$ cat src/rtl/scramble_addr_seq.sv
// scramble_addr_seq: frame sequencer placed in front of the scramble core.
// Each accepted word gets an index (0..FRAME_LEN-1). The index and the frame
// key are loaded into the scramble core, which is then given WAIT_CYCLES
// cycles to settle. The scrambled address it returns is used as the RAM write
// address for that word.
//
// Handshake: a word transfers on a rising edge where in_valid && in_ready.
// in_ready is registered and is high only in ACCEPT. in_valid may be held
// high while in_ready is low; the word is neither taken nor dropped.
//
// Optional feature macro: SCR_COLLISION_CHECK_EN adds a written-address bitmap
// and a sticky err_collision flag. When it is undefined, err_collision is 0.
//
// state_dbg exposes the FSM state register for debug and checkers.
module scramble_addr_seq #(
   parameter int ADDR_W      = 12,
   parameter int DATA_W      = 8,
   parameter int FRAME_LEN   = 4096,
   parameter int WAIT_CYCLES = 13
) (
   input  logic              clk,
   input  logic              reset,
   input  logic              start,
   input  logic [15:0]       key,
   input  logic              in_valid,
   input  logic [DATA_W-1:0] in_data,
   output logic              in_ready,
   output logic [ADDR_W-1:0] scr_in_addr,
   output logic [15:0]       scr_key,
   output logic              scr_load_n,
   input  logic [ADDR_W-1:0] scr_out_addr,
   output logic              mem_we,
   output logic [ADDR_W-1:0] mem_addr,
   output logic [DATA_W-1:0] mem_wdata,
   output logic              busy,
   output logic              done,
   output logic              err_collision,
   output logic [2:0]        state_dbg
);

   localparam logic [2:0] S_IDLE   = 3'd0;
   localparam logic [2:0] S_ACCEPT = 3'd1;
   localparam logic [2:0] S_LOAD   = 3'd2;
   localparam logic [2:0] S_WAIT   = 3'd3;
   localparam logic [2:0] S_WRITE  = 3'd4;
   localparam logic [2:0] S_DONE   = 3'd5;

   localparam int CNT_W = (WAIT_CYCLES > 1) ? $clog2(WAIT_CYCLES) : 1;
   localparam logic [CNT_W-1:0]  CNT_LAST = CNT_W'(WAIT_CYCLES - 1);
   localparam logic [ADDR_W-1:0] IDX_LAST = ADDR_W'(FRAME_LEN - 1);

   logic [2:0]        state;
   logic [ADDR_W-1:0] idx;
   logic [CNT_W-1:0]  wait_cnt;

   assign state_dbg = state;

   // Main sequencer: state transitions and all registered outputs.
   always_ff @(posedge clk) begin
      if (reset) begin
         state       <= S_IDLE;
         idx         <= '0;
         wait_cnt    <= '0;
         in_ready    <= 1'b0;
         scr_load_n  <= 1'b1;
         scr_in_addr <= '0;
         scr_key     <= '0;
         mem_we      <= 1'b0;
         mem_addr    <= '0;
         mem_wdata   <= '0;
         busy        <= 1'b0;
         done        <= 1'b0;
      end else begin
         case (state)
            S_IDLE: begin
               if (start) begin
                  scr_key  <= key;
                  idx      <= '0;
                  in_ready <= 1'b1;
                  busy     <= 1'b1;
                  state    <= S_ACCEPT;
               end
            end
            S_ACCEPT: begin
               if (in_valid && in_ready) begin
                  mem_wdata   <= in_data;
                  scr_in_addr <= idx;
                  in_ready    <= 1'b0;
                  scr_load_n  <= 1'b0;
                  state       <= S_LOAD;
               end
            end
            S_LOAD: begin
               // Load pulse is exactly one cycle wide; the settle count starts next.
               scr_load_n <= 1'b1;
               wait_cnt   <= '0;
               state      <= S_WAIT;
            end
            S_WAIT: begin
               if (wait_cnt == CNT_LAST) begin
                  mem_addr <= scr_out_addr;
                  mem_we   <= 1'b1;
                  state    <= S_WRITE;
               end else begin
                  wait_cnt <= wait_cnt + 1'b1;
               end
            end
            S_WRITE: begin
               mem_we <= 1'b0;
               // Terminal test on the current index, so idx never wraps,
               // even when FRAME_LEN equals 2**ADDR_W.
               if (idx == IDX_LAST) begin
                  done  <= 1'b1;
                  state <= S_DONE;
               end else begin
                  idx      <= idx + 1'b1;
                  in_ready <= 1'b1;
                  state    <= S_ACCEPT;
               end
            end
            S_DONE: begin
               // scr_key is held here until the next accepted start.
               done  <= 1'b0;
               busy  <= 1'b0;
               state <= S_IDLE;
            end
            default: begin
               in_ready   <= 1'b0;
               scr_load_n <= 1'b1;
               mem_we     <= 1'b0;
               busy       <= 1'b0;
               done       <= 1'b0;
               state      <= S_IDLE;
            end
         endcase
      end
   end

`ifdef SCR_COLLISION_CHECK_EN
   logic [(2**ADDR_W)-1:0] written_map;
   logic                   err_q;

   // Track written addresses; flag any second write to the same address in a frame.
   always_ff @(posedge clk) begin
      if (reset) begin
         written_map <= '0;
         err_q       <= 1'b0;
      end else if (state == S_IDLE && start) begin
         written_map <= '0;
         err_q       <= 1'b0;
      end else if (state == S_WRITE) begin
         if (written_map[mem_addr]) begin
            err_q <= 1'b1;
         end
         written_map[mem_addr] <= 1'b1;
      end
   end

   assign err_collision = err_q;
`else
   assign err_collision = 1'b0;
`endif

endmodule

$ cat config.mk
export PLATFORM = sky130hd
export DESIGN_NAME = scramble_addr_seq
export DESIGN_NICKNAME = d
export VERILOG_FILES = /design/src/rtl/scramble_addr_seq.sv
export SDC_FILE = /design/constraint.sdc
export NUM_CORES = 1
export LEC_CHECK = 0
export CORE_MARGIN = 2
export CORE_UTILIZATION = 43
export CTS_BUF_LIST = sky130_fd_sc_hd__clkbuf_8
export DETAILED_ROUTE_END_ITERATION = 16
export GPL_TIMING_DRIVEN = 0
export PLACE_DENSITY = 0.78
export SYNTH_ARGS = -nofsm -noshare
export SYNTH_HDL_FRONTEND = slang
export SYNTH_SLANG_ARGS = --single-unit
$ cat constraint.sdc
create_clock -name clk -period 1.65 [get_ports clk]
set_input_delay 0.165 -clock clk [delete_from_list [all_inputs] [get_ports clk]]
set_output_delay 0.165 -clock clk [all_outputs]
set_load 0.01 [all_outputs]
==> impl_metrics.toml <==
[placed_design]
port_buffers = 95
routabilityCongestion = 0.868
dpl.hpwl_mm = 5.42

[setup_path]
reg2reg_depth = 4
cp.depth = 4
cp_top_family = "simple AND/OR/NAND/NOR gates"
worstSetupEndpointType = "flop"
crit_required_ps = 1920
cp-start-kind = "flop"
cpMaxStageDelayCell = "or4_4"
cp_num_buf_inv = 1
arrival_ps = 1930
slowest_delay_ps = 460
crit_chain = "or3b_4, buf_6, or4_4, a31oi_1"
crit_fanout = 7
critPathKind = "flop to flop"

[detailed_routing]
num_vias = 2969
drt_wl_total_mm = 7.96
viasPerCell = 5.32
drt_first_iter_violations = 157
dr.pass1.iters = 4
avgRoutedWirePerCell_um = 14.3
drc = 0
ant_nets = 0

[layout]
syn2layout_area_growth_pct = 49.0
num_antenna_cells = 0
drive_above_1_share_pct = 15.5
finalNetCount = 516

[power_and_ir_drop]
power.internal_w = 0.00266
pwr-share-clk_pct = 38.9
seqPwrFrac_pct = 50.6
total_power_w = 0.00354
switching_share_pct = 24.8
combPwrFrac_pct = 10.4
p_sw_w = 0.000879
power_density_mw_per_mm2 = 793
p_leak_nw = 1.54
vdd_drop_max_uv = 551

[hold_path]
hold_path_depth = 3
hold_path_class = "primary input to flop"

[clock_tree]
hold_buffers = 0
cts-root-buf = "clkbuf_8"
clk_path_buf_depth = 2
worst_skew_pair.late_latency_ps = 350
htree_levels = 3
numCtsBuffers = 9
tritoncts = "built"
clock_sinks = 72
path_clk_slew_ps = 80

[sta]
setup_ws_ps = -10.4
setup_viol = 1
relSlewSlack_pct = 65.0
skew_ps = 10.7
hold_viol_final = 0
min_period_ps = 1660
fin_setup_tns_ps = -10.4
clock.fmax_mhz = 602
tightest_slew_ps = 525
final.period_utilization_pct = 101
grt_setup_unrepaired = "yes"
maxSlewViolCount = 0

[grt]
grt_use_total_pct = 21.3
grt_first_pass_wirelength_mm = 12.9
grt_start_max_net_pins = 14
antenna_found_initial = 0
grt_pass1_vias = 2853
overflow = 0

[synth]
yosysWarnings = 0
synth-edff-count = 0
ys.flop_type = "dfxtp_1"
ys_seq_area_share_pct = 48.1
syn_inst = 358
synth_cell_types = 52
synth-seq-cells = 72
netlist_area_mm2 = 0.00300
async_reset_ff_share_pct = 0
syn_nets = 401
postSynthAreaPerCell_um2 = 8.38

[run_status]
violations = "negative setup slack"
status = "finished with violations"

[floorplan]
fp.dieArea_mm2 = 0.00766
die_h_um = 87.5
core_mm2 = 0.00676
ios = 97
initial_utilization_pct = 44.4
fp.dieW_um = 87.5
num_rows = 30

[job]
max_cap_viol_count = 0
==> final timing paths <==
path	startpoint	end	slack [ps]
hold / removal	key[5]	scr_key[5]	350
hold reg to reg	mem_wdata[7]	mem_wdata[7]	450
setup reg to reg	state_dbg[1]	idx[6]	-10
setup / recovery	state_dbg[1]	idx[6]	-10
==> cell families (layout without fill, tap and decap cells) <==
| logic type | Yosys count | in the layout | synth area share (%) |
|---|---|---|---|
| fa+ha+maj | 3 | 3 | 1.25 |
| other cells | 1 | 1 | 0.125 |
| buf+inv | 32 | 152 | 4.84 |
| simple gates | 163 | 163 | 25.9 |
| compound gates | 71 | 71 | 14.6 |
| flops | 72 | 72 | 48.1 |
| xor+xnor | 2 | 2 | 0.584 |
| mux | 14 | 14 | 4.67 |
==> cells in the final DEF (no fill, tap or decap), types with 4 or more instances in the layout <==
master           synthesis  final
nand2_1                 84     83
clkbuf_1                17      6
clkbuf_8                 0      9
nand4_1                  4      4
clkbuf_2                 3      8
inv_1                    6      6
nor2_1                  28     26
clkdlybuf4s50_1          0     95
buf_4                    1     12
a21oi_1                 44     44
nand3_1                  8      8
o21ai_0                  4      4
mux2i_1                 14     14
nor3_1                   9      8
dfxtp_1                 72     63
dfxtp_2                  0      6
clkbuf_4                 0      4
a31oi_1                  9      9
==> area by class of cell <==
| cell class | instances | area, um2 |
|---|---|---|
| Buffer | 24 | 138 |
| Clock buffer | 9 | 124 |
| Clock inverter | 7 | 72.6 |
| Fill cell | 578 | 2290 |
| Inverter | 6 | 22.5 |
| Multi-Input combinational cell | 254 | 1520 |
| Sequential cell | 72 | 1460 |
| Tap cell | 80 | 100 |
| Timing Repair Buffer | 106 | 1030 |
==> cell usage after synthesis (2+ instances only) <==
library cell	n	area share (%)
nand2_1	84	11
dfxtp_1	72	48
a21oi_1	44	7.3
nor2_1	28	3.5
clkbuf_1	17	2.1
mux2i_1	14	4.7
a31oi_1	9	1.9
nor3_1	9	1.5
nand3_1	8	1.3
inv_1	6	0.75
nand2b_1	4	0.83
nand4_1	4	0.83
o21ai_0	4	0.67
or4_1	4	1.0
clkbuf_2	3	0.50
ha_1	3	1.3
and3_1	2	0.42
and4_1	2	0.58
buf_2	2	0.33
buf_6	2	0.75
nand3b_1	2	0.50
nor3b_1	2	0.50
nor4_1	2	0.42
or3_1	2	0.42
xnor2_1	2	0.58
==> worst reg2reg max path: cells and delay by family, from the launching register on <==
family / cells / cell delay [ps]
and+or+nand+nor: 2 / 880
DFF: 1 / 380
AOI/OAI and AO/OA: 1 / 170
buffers and inverters: 1 / 150
==> sequential cells by signal (all words and copies together) (netlist names) <==
register,flops
scr_key,16
idx,12
mem_addr,12
scr_in_addr,12
mem_wdata,8
wait_cnt,4
state_dbg,3
busy,1
done,1
in_ready,1
mem_we,1
scr_load_n,1
==> metrics by stage <==
| step | cell area [um2] | util, % | setup WS, ps | instances | hold slack, ps |
|---|---|---|---|---|---|
| 2_1_floorplan | 3000 | - | -12.9 | 358 | 301 |
| 3_3_place_gp | 4050 | 60.0 | -528 | 533 | 441 |
| 3_5_place_dp | 4050 | 60.0 | -550 | 533 | 445 |
| 4_1_cts | 4330 | 64.1 | -92.0 | 552 | 342 |
| 5_1_grt | 4470 | 66.1 | -51.7 | 558 | 344 |
| 6_report | 4470 | 66.1 | -10.4 | 558 | 353 |
==> power groups by stage <==
stage          clock [W]  combinational, W  sequential (W)
3_5_place_dp           0          0.000357         0.00184
4_1_cts          0.00141          0.000366         0.00180
5_1_grt          0.00148          0.000403         0.00180
2_1_floorplan          0          0.000131         0.00185
3_3_place_gp           0          0.000353         0.00184
6_report         0.00138          0.000370         0.00179
==> layer usage <==
metal | GRT usage, % | up-vias | share of wire [%]
li1 | - | 1470 | -
met1 | 24.9 | 1378 | 41
met2 | 35.0 | 107 | 49
met5 | 0 | - | 0
met3 | 8.25 | 14 | 8.8
met4 | 9.09 | 0 | 1.4
==> timing repair <==
action	4_1_cts	5_1_grt
setup buffers	4	7
pin swaps	7	12
setup endpoints to repair	61	65
resized for setup	19	38
Note: power is estimated with default switching activity, not from simulation.
